`config.mk`:
```
export PLATFORM = sky130hd
export DESIGN_NAME = up_down_counter_param
export DESIGN_NICKNAME = d
export VERILOG_FILES = /design/src/rtl/up_down_counter_param.sv
export SDC_FILE = /design/constraint.sdc
export NUM_CORES = 1
export LEC_CHECK = 0
export CAP_MARGIN = 10
export CORE_AREA = 2 2 39 41
export DETAILED_ROUTE_END_ITERATION = 7
export DIE_AREA = 0 0 41 43
export GPL_ROUTABILITY_DRIVEN = 1
export PLACE_DENSITY = 0.77
export SKIP_CTS_REPAIR_TIMING = 1
export SLEW_MARGIN = 20
export SYNTH_ARGS = -nofsm -noshare
export SYNTH_HDL_FRONTEND = slang
export SYNTH_SLANG_ARGS = --single-unit
export TNS_END_PERCENT = 5
```
`constraint.sdc`:
```
create_clock -name clk -period 1.8 [get_ports clk]
set_input_delay 0.45 -clock clk [delete_from_list [all_inputs] [get_ports clk]]
set_output_delay 0.45 -clock clk [all_outputs]
set_load 0.01 [all_outputs]
```
`src/rtl/up_down_counter_param.sv`:
```
// Parametrised up/down counter: programmable modulus, parallel load, wrap or saturate mode,
// terminal count and overflow/underflow pulses. Optional wrap-event counter under UDCNT_WRAP_CNT_EN.
module up_down_counter_param #(
    parameter int unsigned WIDTH   = 4,
    parameter int unsigned MAX_VAL = (2**WIDTH) - 1,
    parameter int unsigned RST_VAL = 0,
    parameter int unsigned WRAPW   = 8
) (
    input  logic             clk,
    input  logic             rst,
    input  logic             en,
    input  logic             up,
    input  logic             load,
    input  logic [WIDTH-1:0] din,
    input  logic             sat,
    output logic [WIDTH-1:0] dout,
    output logic             tc,
    output logic             ovf,
    output logic             unf
`ifdef UDCNT_WRAP_CNT_EN
   ,output logic [WRAPW-1:0] wrap_cnt
`endif
);

    localparam logic [WIDTH-1:0] MAX_V = WIDTH'(MAX_VAL);
    localparam logic [WIDTH-1:0] RST_V = WIDTH'(RST_VAL);

    // Reject parameter sets the counter cannot represent.
    if (WIDTH < 2 || MAX_VAL < 1 || MAX_VAL > (2**WIDTH) - 1 || RST_VAL > MAX_VAL || WRAPW < 1)
    begin : g_param_check
        $error("up_down_counter_param: illegal parameter combination");
    end

    logic [WIDTH-1:0] dout_q, dout_d;
    logic             ovf_q, ovf_d;
    logic             unf_q, unf_d;
    logic             at_max, at_zero;

    assign at_max  = (dout_q == MAX_V);
    assign at_zero = (dout_q == '0);

    // Next count: load beats count; the modulus is applied by comparison, never by natural rollover.
    always_comb begin
        dout_d = dout_q;
        ovf_d  = 1'b0;
        unf_d  = 1'b0;
        if (load) begin
            dout_d = (din > MAX_V) ? MAX_V : din;
        end else if (en) begin
            if (up) begin
                if (at_max) begin
                    ovf_d  = 1'b1;
                    dout_d = sat ? MAX_V : '0;
                end else begin
                    dout_d = dout_q + WIDTH'(1);
                end
            end else begin
                if (at_zero) begin
                    unf_d  = 1'b1;
                    dout_d = sat ? '0 : MAX_V;
                end else begin
                    dout_d = dout_q - WIDTH'(1);
                end
            end
        end
    end

    always_ff @(posedge clk) begin
        if (rst) begin
            dout_q <= RST_V;
            ovf_q  <= 1'b0;
            unf_q  <= 1'b0;
        end else begin
            dout_q <= dout_d;
            ovf_q  <= ovf_d;
            unf_q  <= unf_d;
        end
    end

    assign dout = dout_q;
    assign ovf  = ovf_q;
    assign unf  = unf_q;
    // Predicts the boundary event the next edge will report.
    assign tc   = en & ~load & (up ? at_max : at_zero);

`ifdef UDCNT_WRAP_CNT_EN
    logic [WRAPW-1:0] wrap_q, wrap_d;

    // Advances together with the pulse register so the new count and the pulse appear together.
    always_comb begin
        wrap_d = wrap_q;
        if (ovf_d || unf_d) begin
            wrap_d = wrap_q + WRAPW'(1);
        end
    end

    always_ff @(posedge clk) begin
        if (rst) begin
            wrap_q <= '0;
        end else begin
            wrap_q <= wrap_d;
        end
    end

    assign wrap_cnt = wrap_q;
`endif

endmodule

```
# --- After elaboration in Yosys (flattened, before gate mapping) ---
# Index checks and enable logic that the tools add are counted.
# Widths: inputs -> output; s select.
classes:
  n_addsub: 2
  n_lt_le_gt_ge: 1
  n_eq_ne: 1
  mux: 11
  bitwise: 5
  n_reduce_logical: 4
ops:
  columns: ["op", "n"]
  rows:
  - ["$mux 4", 8]
  - ["$reduce_or 4->1", 2]
  - ["$add 4x1->4 const B", 1]
  - ["$eq 4x4->1 const B", 1]
  - ["$gt 4x4->1 const B", 1]
  - ["$logic_not 4->1", 1]
  - ["$sub 4x1->4 const B", 1]
  - ["$mux 1", 3]
  - ["$not 1->1", 3]
  - ["$and 1x1->1", 2]
  - ["$reduce_bool 2->1", 1]
word_totals:
  register_bits: 6
  in_bits: 10
  elab_cells: 27

# --- Depth between registers and ports, before layout ---
# Gate-level depths: netlist of run 1.
depth:
  word_depth: 5
  mapped_depth: 6

# --- Worst setup path after synthesis of run 1 ---
# No wires, ideal clock.
synth_timing:
  path_type: "register to output"
  start: "reg dout_q[0], in the netlist dout[0]"
  end: "out tc"
  arrival_time_ns: 1.402
  required_ns: 1.350
  path_slack_ns: -0.052
  path_stages_with_launch: 5
  path_buffers: 0
  cell_sequence: "dfxtp_1 inv_1 ha_1 or4b_4 a21oi_1"
synth_between:
  elab_chain_cells: 3
  word_cells_on_any_way: 4
  cone_classes: "1 x eq/ne; 1 x mux; 1 x bitwise; 1 x reduce/logical"
synth_rtl:
  columns: ["item", "line_no", "rtl"]
  rows:
  - ["start, declared", "34", "logic [WIDTH-1:0] dout_q, dout_d;"]
  - ["start signal, assigned", "74", "dout_q <= dout_d;"]
  - ["$eq 4x4->1 or $logic_not 4->1 (tied branches)", "39, 40", null]
  - ["$mux 1 *", "84", "assign tc = en & ~load & (up ? at_max : at_zero);"]
  - ["$and 1x1->1 *", "84", null]
  - ["end, declared", "17", "output logic tc,"]
# Mark *: on every way between the ends. The rest lies on a longest branch, timed or not.

# --- Final worst setup path of run 1 ---
layout_timing:
  start: "reg dout_q[1], in the netlist dout[1]"
  end: "out tc"
# The elaborated chain is that of the path after synthesis.

==> summary.txt, run 1 <==
CTS
  – Clk slew on worst S/H paths: 0.04 ns
  – Root Buffer Master: clkbuf_4
  – Clk Latency, worst-skew pair: 0.24 ns
  – Clock sinks: 6
  – Cts bufs inserted: 3
  – CTS tree: done
  – Max Buffers Root-to-Sink: 2
  – # H-tree levels: 1

Power and ir drop
  – Part of the power in registers: 0.326
  – Internal power: 320.7 uW
  – Combinational share of power: 0.403
  – Clock power share: 0.272
  – Leakage dissipation: 0.3584 nW
  – Psw: 129.2 uW
  – Pwr dens: 553.3 mW/mm2
  – Peak VDD IR: 0.2626 mV
  – Sw Ratio: 0.2872

Run status
  – Violated checks: negative setup slack
  – Outcome: finished with violations

Final layout
  – Commonest non-fill, non-tap cell in the layout: buf_4
  – Area of the multi-input gates: 344.1 um2
  – Commonest cells after routing, fill and taps aside: 16 x buf_4, 12 x clkdlybuf4s50_1, 6 x nand2b_1, 6 x a21oi_1, 4 x dfxtp_1
  – Finished Core Util: 0.5877
  – Non-filler cells, final: 108
  – Filler cells: 126
  – Share of cells above drive strength 1: 0.3152
  – Inserted Diodes: 0
  – Register area: 122.6 um2
  – P&R area growth vs syn: 69.27%
  – Final nets: 106

STA
  – Setup-violating endpoint count in the final report: 1
  – Final Cycle Share: 1.096
  – Final worst path period need: 1.973 ns
  – Achievable Freq: 506.9 MHz
  – Slew Limit Fails: 0
  – Final hold vios: 0
  – RSZ-0062 raised after global routing: true
  – Clock Skews: 0.001978 ns
  – Relative slew slack: 0.7678
  – Setup ws final: -0.1726 ns
  – Worst slew pin tran: 0.3395 ns

Place
  – Routability cong.: 0.7717
  – Port Buffers: 16
  – Hpwl dp: 1.067 mm
  – Dpl cells: 104

Routing
  – Drt via density: 5.241
  – Drt pass-1 iters: 3
  – # DRC: 0
  – Routed len/inst: 12.19 um
  – Initial drt markers: 7
  – Via total after detailed routing: 566
  – Final WL: 1.316 mm
  – Post-route ant nets: 0

Worst setup path
  – R2R cell count: 7
  – Crit path DAT: 1.52 ns
  – Setup crit start: dout[1]$_SDFFE_PP0P_
  – Worst Path Max Fanout: 2
  – CP Capture Type: output pin
  – CP startpoint kind: flop
  – R2R Path End: dout[2]$_SDFFE_PP0P_
  – CP Data Required Time: 1.35 ns
  – CP Class: reg2out
  – Register-to-register setup slack: 0.19 ns
  – Critical R2R Launch: dout[1]$_SDFFE_PP0P_

Hold path
  – WHS Endpoint: unf$_SDFF_PP0_
  – Hold/Removal Path Class: in2reg
  – Hold_sp: up
  – Hold path depth: 4

Synth
  – Syn Nets: 73
  – Seq/Total Area, Yosys: 0.2500
  – Yosys warns: 0
  – Synth Cell Area: 480.5 um2
  – Syn Area/Cell: 7.876 um2
  – Count of different cell masters after synthesis: 30
  – Seq cells post-synth: 6
  – Cell count after synthesis: 61

Flow run
  – Max Cap Violations: 0

GRT
  – Total gr overflow: 0
  – First-pass GRT wire length: 2.104 mm
  – Vias in the first global route: 550
  – Initial antenna violation count: 0
  – Total GRT Usage: 0.1703
  – Largest net degree at the start of global routing: 13

Floorplan
  – Rows: 14
  – Die area: 0.001763 mm2
  – Die Span Y: 43 um
  – Initial Utilization: 0.3472
  – Core Area: 0.001384 mm2
  – IO Pins: 17
  – Chip Width: 41 um
## Yosys cell counts
master	count	share of area
nand4_1	2	0.026
a2111oi_0	1	0.018
clkbuf_1	1	0.0078
nand2_1	1	0.0078
o211ai_1	1	0.016
o32ai_1	1	0.018
or3_1	2	0.026
ha_1	2	0.052
nand2b_1	6	0.078
a21oi_1	7	0.073
inv_1	4	0.031
nor3b_1	2	0.031
buf_6	1	0.023
o31ai_1	1	0.016
or2_2	2	0.026
nor2_1	3	0.023
a221oi_1	2	0.036
mux2i_1	2	0.042
and2b_1	1	0.016
nor2b_1	1	0.013
nor3_1	1	0.010
a31oi_1	2	0.026
nand3b_1	1	0.016
buf_2	2	0.021
nand3_1	2	0.021
or4b_4	1	0.029
or4_1	1	0.016
o2111ai_1	1	0.018
o22ai_1	1	0.013
dfxtp_1	6	0.25
## kinds of logic after synthesis
| family | share of synthesized area |
|---|---|
| AND/OR/NAND/NOR | 0.3385 |
| AO/OA/AOI/OAI | 0.2344 |
| buffers and inverters | 0.08332 |
| flip-flops | 0.2500 |
| multiplexers | 0.04167 |
| adder cells (fa/ha/maj) | 0.05208 |
## registers in the layout, indices dropped and copies added (netlist names)
| signal | cells |
|---|---|
| unf | 1 |
| ovf | 1 |
| dout | 4 |
## metal layers
| metal | wire length, um | GRT usage |
|---|---|---|
| met1 | 589 | 0.2141 |
| met2 | 681 | 0.2750 |
| met3 | 45 | 0.03141 |
| met4 | 0 | 0.06000 |
| met5 | 0 | 0 |
## area by class of cell
type                    count  area share
multi-input cells          47      0.4231
well taps                  16     0.02462
flip-flops and latches      6      0.1508
repair buffers             32      0.3554
clock buffers               3     0.02769
inverters                   4     0.01846
## worst max-delay path by stage
stage,to,depth (start not counted)
6_report,tc,5
3_3_place_gp,tc,4
4_1_cts,tc,4
2_1_floorplan,tc,4
5_1_grt,tc,5
3_5_place_dp,tc,4
## through the flow
| stage | instance area, um2 | hold slack (ns) | TNS [ns] | worst slack [ns] | total power, mW |
|---|---|---|---|---|---|
| after floorplan | 491.7 | 0.5191 | 0 | 0.004618 | 0.2357 |
| after global placement | 759.5 | 0.6660 | -1.234 | -0.7206 | 0.3176 |
| after detailed placement | 759.5 | 0.6715 | -1.251 | -0.7116 | 0.3207 |
| after CTS | 782.0 | 0.6821 | -0.7343 | -0.7180 | 0.4460 |
| after global routing | 813.3 | 0.6793 | -0.2411 | -0.2411 | 0.4828 |
| final | 813.3 | 0.6706 | -0.1726 | -0.1726 | 0.4499 |
## critical path, stage by stage (launching register included)
cell	delay, ns
dfxtp_2	0.31
inv_2	0.07
ha_4	0.13
or4b_4	0.49
a21oi_4	0.17
buf_6	0.11
## power groups by stage
stage,sequential [mW],clock (mW),combinational (mW)
floorplan,0.155,0,0.0805
global placement,0.147,0,0.170
detailed placement,0.147,0,0.173
CTS,0.145,0.127,0.174
global route,0.148,0.136,0.199
finish,0.146,0.122,0.181
Power figures use the tool's default switching activity.
==> inputs of run 2 (changes only) <==
--- a/config.mk
+++ b/config.mk
@@ -5,12 +5,13 @@
 export SDC_FILE = /design/constraint.sdc
 export NUM_CORES = 1
 export LEC_CHECK = 0
+export ABC_AREA = 1
 export CAP_MARGIN = 10
 export CORE_AREA = 2 2 39 41
 export DETAILED_ROUTE_END_ITERATION = 7
 export DIE_AREA = 0 0 41 43
 export GPL_ROUTABILITY_DRIVEN = 1
-export PLACE_DENSITY = 0.77
+export PLACE_DENSITY = 0.79
 export SKIP_CTS_REPAIR_TIMING = 1
 export SLEW_MARGIN = 20
 export SYNTH_ARGS = -nofsm -noshare
==> summary.txt, run 2 <==
Synth
  – Synth area leader: dfxtp_1
  – Most common cell in the synthesized netlist: nand2_1
  – Count of different cell masters after synthesis: 19 (-37%)
  – Asr flop ratio synth: 0 (unchanged)
  – Yosys warns: 0 (unchanged)
  – Seq/Total Area, Yosys: 0.2430 (-0.006962)
  – Synth Cell Area: 494.2 um2 (+2.9%)
  – Post-synth top area share: 0.2430 (-0.006962)
  – Seq cells post-synth: 6 (unchanged)
  – Synth cell count leaders: 18 x nand2_1, 11 x inv_1, 7 x nand3_1, 6 x a21oi_1, 6 x dfxtp_1
  – Cell count after synthesis: 75 (+23%)
  – Syn Nets: 87 (+19%)
  – Most used DFF post-synth: dfxtp_1
  – Synth top area cells: dfxtp_1 24%, nand2_1 14%, inv_1 8.4%
  – Syn Area/Cell: 6.590 um2 (-16%)
  – Number of flops mapped to enable cells by yosys: 0 (unchanged)

Floorplan
  – Initial Utilization: 0.3571 (+0.009946)
  – IO Pins: 17 (unchanged)
  – Die Span Y: 43 um (unchanged)
  – Chip Width: 41 um (unchanged)
  – Rows: 14 (unchanged)
  – Die area: 0.001763 mm2 (unchanged)
  – Core Area: 0.001384 mm2 (unchanged)

Worst setup path
  – Crit path DAT: 1.31 ns (-0.21 ns)
  – Slowest CP cell: clkdlybuf4s50_1
  – Critical path, cell by cell: clkdlybuf4s50_1, nor2_2, inv_2, a21oi_1, buf_2
  – Top delay family on crit path: buffers and inverters
  – Worst Path Max Fanout: 2 (unchanged)
  – Total stage count of the critical path: 5 (unchanged)
  – CP peak stage delay: 0.44 ns (-0.05 ns)
  – R2R cell count: 10 (+3)
  – CP Class: in2out
  – CP Buf/Inv Count: 3 (+1)
  – CP Data Required Time: 1.35 ns (about the same)
  – CP startpoint kind: input port
  – CP Capture Type: output pin

STA
  – Final worst path period need: 1.764 ns (-0.2082 ns)
  – Final Cycle Share: 0.9803 (-0.1157)
  – Hold_ws: 0.6465 ns (-0.02402 ns)
  – RSZ-0062 raised after global routing: true
  – Final TNS setup: 0 ns (+0.1726 ns)
  – Setup-violating endpoint count in the final report: 0 (-1)
  – Slew Limit Fails: 0 (unchanged)
  – Clock Skews: 0.003705 ns (+0.001727 ns)
  – Relative slew slack: 0.8235 (+0.05569)
  – Worst slew pin tran: 0.2640 ns (-0.07558 ns)
  – Final hold vios: 0 (unchanged)
  – Achievable Freq: 566.7 MHz (+12%)

Power and ir drop
  – Clock power share: 0.267 (-0.005)
  – Sw Ratio: 0.2998 (+0.01265)
  – Internal power: 312.3 uW (-2.6%)
  – Part of the power in registers: 0.339 (+0.013)
  – Peak VDD IR: 0.3091 mV (+18%)
  – Psw: 133.7 uW (+3.5%)
  – Pwr dens: 534.4 mW/mm2 (-3.4%)
  – Leakage dissipation: 0.4158 nW (+16%)
  – Combinational share of power: 0.393 (-0.010)

Routing
  – Drt via density: 4.852 (-7.4%)
  – Drt pass-1 iters: 4 (+1)
  – Post-route ant nets: 0 (unchanged)
  – Routed len/inst: 10.92 um (-10%)
  – Final WL: 1.398 mm (+6.2%)
  – # DRC: 0 (unchanged)
  – Initial drt markers: 13 (+6)
  – Via total after detailed routing: 621 (+9.7%)

GRT
  – Largest net degree at the start of global routing: 7 (-6)
  – Total GRT Usage: 0.1930 (+0.02262)
  – First-pass GRT wire length: 2.352 mm (+12%)
  – Initial antenna violation count: 0 (unchanged)
  – Vias in the first global route: 612 (+11%)
  – Total gr overflow: 0 (unchanged)

Hold path
  – Hold path depth: 3 (-1)
  – Hold/Removal Path Class: reg2reg

Final layout
  – Commonest non-fill, non-tap cell in the layout: buf_4
  – Post-route cell area: 834.6 um2 (+2.6%)
  – Inserted Diodes: 0 (unchanged)
  – Finished Core Util: 0.6031 (+0.01537)
  – Share of cells above drive strength 1: 0.3661 (+0.05085)
  – Final nets: 126 (+19%)
  – Max reg flops: 4 (unchanged)
  – P&R area growth vs syn: 68.86%
  – Commonest cells after routing, fill and taps aside: 20 x buf_4, 18 x nand2_1, 13 x clkdlybuf4s50_1
  – Non-filler cells, final: 128 (+19%)

CTS
  – Clk slew on worst S/H paths: 0.04 ns (about the same)
  – Max Buffers Root-to-Sink: 2 (unchanged)
  – Clock sinks: 6 (unchanged)
  – CTS tree: done
  – # H-tree levels: 1 (unchanged)
  – Cts bufs inserted: 3 (unchanged)
  – Root Buffer Master: clkbuf_4
  – Clk Latency, worst-skew pair: 0.24 ns (about the same)

Flow run
  – Max Cap Violations: 0 (unchanged)

Place
  – Hpwl dp: 1.155 mm (+8.2%)
  – DP Area: 794.5 um2 (+4.6%)
  – Routability cong.: 0.8562 (+11%)
  – Dpl cells: 124 (+19%)
  – Port Buffers: 16 (unchanged)

Run status
  – Outcome: completed
## run 2: power groups by stage
stage          registers, mW  clock network [mW]  logic (mW)
6_report               0.151               0.119       0.175
5_1_grt                0.152               0.134       0.195
4_1_cts                0.151               0.126       0.175
3_5_place_dp           0.153                   0       0.174
3_3_place_gp           0.153                   0       0.169
2_1_floorplan          0.153                   0      0.0862
## run 2: cell families after synthesis
group | synth area share
compound gates | 0.1696
fa+ha+maj | 0.05062
buf+inv | 0.1367
flops | 0.2430
simple gates | 0.4000
## run 2: path summary, 6_finish.rpt
| kind | from | endpoint | slack [ns] |
|---|---|---|---|
| hold / removal | dout[3]$_SDFFE_PP0P_ | ovf$_SDFF_PP0_ | 0.65 |
| setup reg to reg | dout[0]$_SDFFE_PP0P_ | dout[3]$_SDFFE_PP0P_ | 0.41 |
| hold reg to reg | dout[3]$_SDFFE_PP0P_ | ovf$_SDFF_PP0_ | 0.65 |
| setup / recovery | load | tc | 0.04 |
## run 2: area by class of cell
cell class | count | area, um2
clock buffer | 3 | 22.52
fill | 132 | 549.3
inverter | 12 | 45.04
multi-input combinational | 55 | 309.0
sequential | 6 | 127.6
tap | 16 | 20.02
timing repair buffer | 36 | 310.3
## run 2: stage by stage
step                      worst slack, ns  total power, mW
after CTS                         -0.4658           0.4521
after floorplan                    0.2067           0.2390
after detailed placement          -0.4548           0.3274
final                             0.03553           0.4460
after global routing             -0.04923           0.4813
after global placement            -0.4210           0.3218
## run 2: tightest hold or removal path: stages, from the launching register on
cell and delay, ns:
dfxtp_2 0.34, nand3_1 0.12, buf_4 0.11, nor3_1 0.03
## run 2: routing by layer
layer	global-route usage	vias up	routed length [um]
met2	0.3250	14	749
met1	0.2129	283	562
met5	0	-	0
li1	-	320	-
met4	0.06667	0	43
met3	0.06283	4	42
==> inputs of run 3 (changes only) <==
--- a/config.mk
+++ b/config.mk
@@ -7,10 +7,12 @@
 export LEC_CHECK = 0
 export ABC_AREA = 1
 export CAP_MARGIN = 10
-export CORE_AREA = 2 2 39 41
+export CORE_AREA = 5 5 42 44
+export CTS_CLUSTER_DIAMETER = 60
 export DETAILED_ROUTE_END_ITERATION = 7
-export DIE_AREA = 0 0 41 43
+export DIE_AREA = 0 0 47 49
 export GPL_ROUTABILITY_DRIVEN = 1
+export HOLD_SLACK_MARGIN = 0.1
 export PLACE_DENSITY = 0.79
 export SKIP_CTS_REPAIR_TIMING = 1
 export SLEW_MARGIN = 20
==> summary.txt, run 3 (same netlist as run 2, synthesis figures left out) <==
Final layout
  – Final nets: 125 (-0.79%)
  – Commonest cells after routing, fill and taps aside: 19 x buf_4, 18 x nand2_1, 13 x clkdlybuf4s50_1
  – P&R area growth vs syn: 71.90%
  – Max reg flops: 4 (unchanged)
  – Register area: 128.9 um2 (+0.98%)
  – Filler cells: 129 (-2.3%)
  – Non-filler cells, final: 127 (-0.78%)
  – Share of cells above drive strength 1: 0.3874 (+0.02132)
  – Area of the multi-input gates: 330.3 um2 (+6.9%)
  – Finished Core Util: 0.6063 (+0.003176)
  – Commonest non-fill, non-tap cell in the layout: buf_4
  – Inserted Diodes: 0 (unchanged)

STA
  – Final hold vios: 0 (unchanged)
  – Clock Skews: 0.003192 ns (-0.0005127 ns)
  – Worst slew pin tran: 0.2854 ns (+0.02147 ns)
  – Achievable Freq: 570.6 MHz (+0.67%)
  – Relative slew slack: 0.8090 (-0.01447)
  – Slew Limit Fails: 0 (unchanged)
  – Setup-violating endpoint count in the final report: 0 (unchanged)
  – Final worst path period need: 1.753 ns (-0.01181 ns)
  – Final Cycle Share: 0.9737 (-0.006561)
  – Final TNS setup: 0 ns (unchanged)

Worst setup path
  – Setup crit start: load
  – CP startpoint kind: input port
  – CP Data Required Time: 1.35 ns (about the same)
  – R2R cell count: 8 (-2)
  – Total stage count of the critical path: 5 (unchanged)
  – R2R Path End: dout[3]$_SDFFE_PP0P_
  – Critical R2R Launch: dout[1]$_SDFFE_PP0P_
  – CP Buf/Inv Count: 3 (unchanged)
  – Slowest CP cell: clkdlybuf4s50_1
  – Critical path, cell by cell: clkdlybuf4s50_1, nor2_2, inv_2, a21oi_2, buf_2
  – Register-to-register setup slack: 0.52 ns (+0.11 ns)
  – CP Capture Type: output pin
  – CP peak stage delay: 0.43 ns (about the same)
  – Top delay family on crit path: buffers and inverters
  – CP Class: in2out
  – Crit path DAT: 1.30 ns (about the same)
  – Worst Path Max Fanout: 2 (unchanged)
  – Critical path endpoint: tc

Routing
  – Routed len/inst: 11.32 um (+3.7%)
  – Post-route ant nets: 0 (unchanged)
  – Via total after detailed routing: 616 (-0.81%)
  – # DRC: 0 (unchanged)
  – Drt via density: 4.850 (about the same)
  – Drt pass-1 iters: 3 (-1)
  – Final WL: 1.438 mm (+2.9%)
  – Initial drt markers: 7 (-6)

Power and ir drop
  – Total power draw: 452.5 uW (+1.5%)
  – Pwr dens: 532.7 mW/mm2 (-0.32%)
  – Leakage dissipation: 0.4089 nW (-1.6%)
  – Peak VDD IR: 0.3797 mV (+23%)

CTS
  – Cts bufs inserted: 3 (unchanged)
  – Root Buffer Master: clkbuf_4
  – Clock sinks: 6 (unchanged)
  – # H-tree levels: 1 (unchanged)
  – Clk slew on worst S/H paths: 0.04 ns (about the same)
  – CTS tree: done
  – Max Buffers Root-to-Sink: 2 (unchanged)
  – Clk Latency, worst-skew pair: 0.24 ns (about the same)

Run status
  – Outcome: completed

Flow run
  – Max Cap Violations: 0 (unchanged)

Floorplan
  – Die area: 0.002303 mm2 (+31%)
  – Initial Utilization: 0.3527 (-0.004464)
  – Rows: 14 (unchanged)
  – Die Span Y: 49 um (+14%)
  – IO Pins: 17 (unchanged)
  – Core Area: 0.001401 mm2 (+1.3%)
  – Chip Width: 47 um (+15%)

GRT
  – Initial antenna violation count: 0 (unchanged)
  – Vias in the first global route: 584 (-4.6%)
  – Total gr overflow: 0 (unchanged)
  – First-pass GRT wire length: 2.318 mm (-1.4%)
  – Total GRT Usage: 0.1338 (-0.05916)
  – Largest net degree at the start of global routing: 7 (unchanged)

Place
  – Dpl cells: 122 (-1.6%)
  – Port Buffers: 16 (unchanged)
  – Routability cong.: 0.7457 (-13%)
  – Hpwl dp: 1.147 mm (-0.71%)

Hold path
  – Hold/Removal Path Class: in2reg
run 3: changes by cell type in the layout (fill, tap and decap cells not counted), sizes merged:
cell,change
buf,-1
run 3: per-layer routing:
| layer | share of wire | vias to the layer above | track usage |
|---|---|---|---|
| met2 | 0.55 | 13 | 0.2262 |
| met5 | 0 | - | 0 |
| li1 | - | 318 | - |
| met1 | 0.39 | 283 | 0.1516 |
| met3 | 0.045 | 2 | 0.05535 |
| met4 | 0.013 | 0 | 0.02765 |
run 3: how the worst min path moves through the flow:
stage / from / to / slack, ns / depth (start not counted)
detailed placement: dout[3]$_SDFFE_PP0P_ / ovf$_SDFF_PP0_ / 0.66 / 3
floorplan: rst / dout[3]$_SDFFE_PP0P_ / 0.51 / 1
CTS: dout[3]$_SDFFE_PP0P_ / ovf$_SDFF_PP0_ / 0.67 / 3
global placement: dout[3]$_SDFFE_PP0P_ / ovf$_SDFF_PP0_ / 0.67 / 3
global route: up / ovf$_SDFF_PP0_ / 0.66 / 4
finish: up / ovf$_SDFF_PP0_ / 0.65 / 4
run 3: cell type report:
class | count | area share
Inverter | 12 | 0.05302
Timing Repair Buffer | 35 | 0.3564
Clock buffer | 3 | 0.02651
Sequential cell | 6 | 0.1517
Tap cell | 16 | 0.02356
Multi-Input combinational cell | 55 | 0.3888
run 3: worst reg2reg max path, delay by kind of cell (launching register included):
| family | cells | cell delay [ns] |
|---|---|---|
| flip-flops | 1 | 0.35 |
| AO/OA/AOI/OAI | 1 | 0.05 |
| AND/OR/NAND/NOR | 5 | 0.45 |
| adder cells (fa/ha/maj) | 1 | 0.18 |
| buffers and inverters | 1 | 0.14 |
run 3: stage by stage:
step	hold slack (ns)	cell area [um2]	worst slack (ns)
floorplan	0.5124	494.2	0.2067
global placement	0.6704	779.5	-0.4288
detailed placement	0.6643	779.5	-0.4565
CTS	0.6728	802.0	-0.4640
global route	0.6582	849.6	-0.02395
finish	0.6491	849.6	0.04734
run 3: power breakdown:
group,total (mW),switching [mW],internal [mW]
registers,0.151,0.0106,0.141
logic,0.179,0.0818,0.0969
clock network,0.123,0.0473,0.0753
total,0.453,0.140,0.313
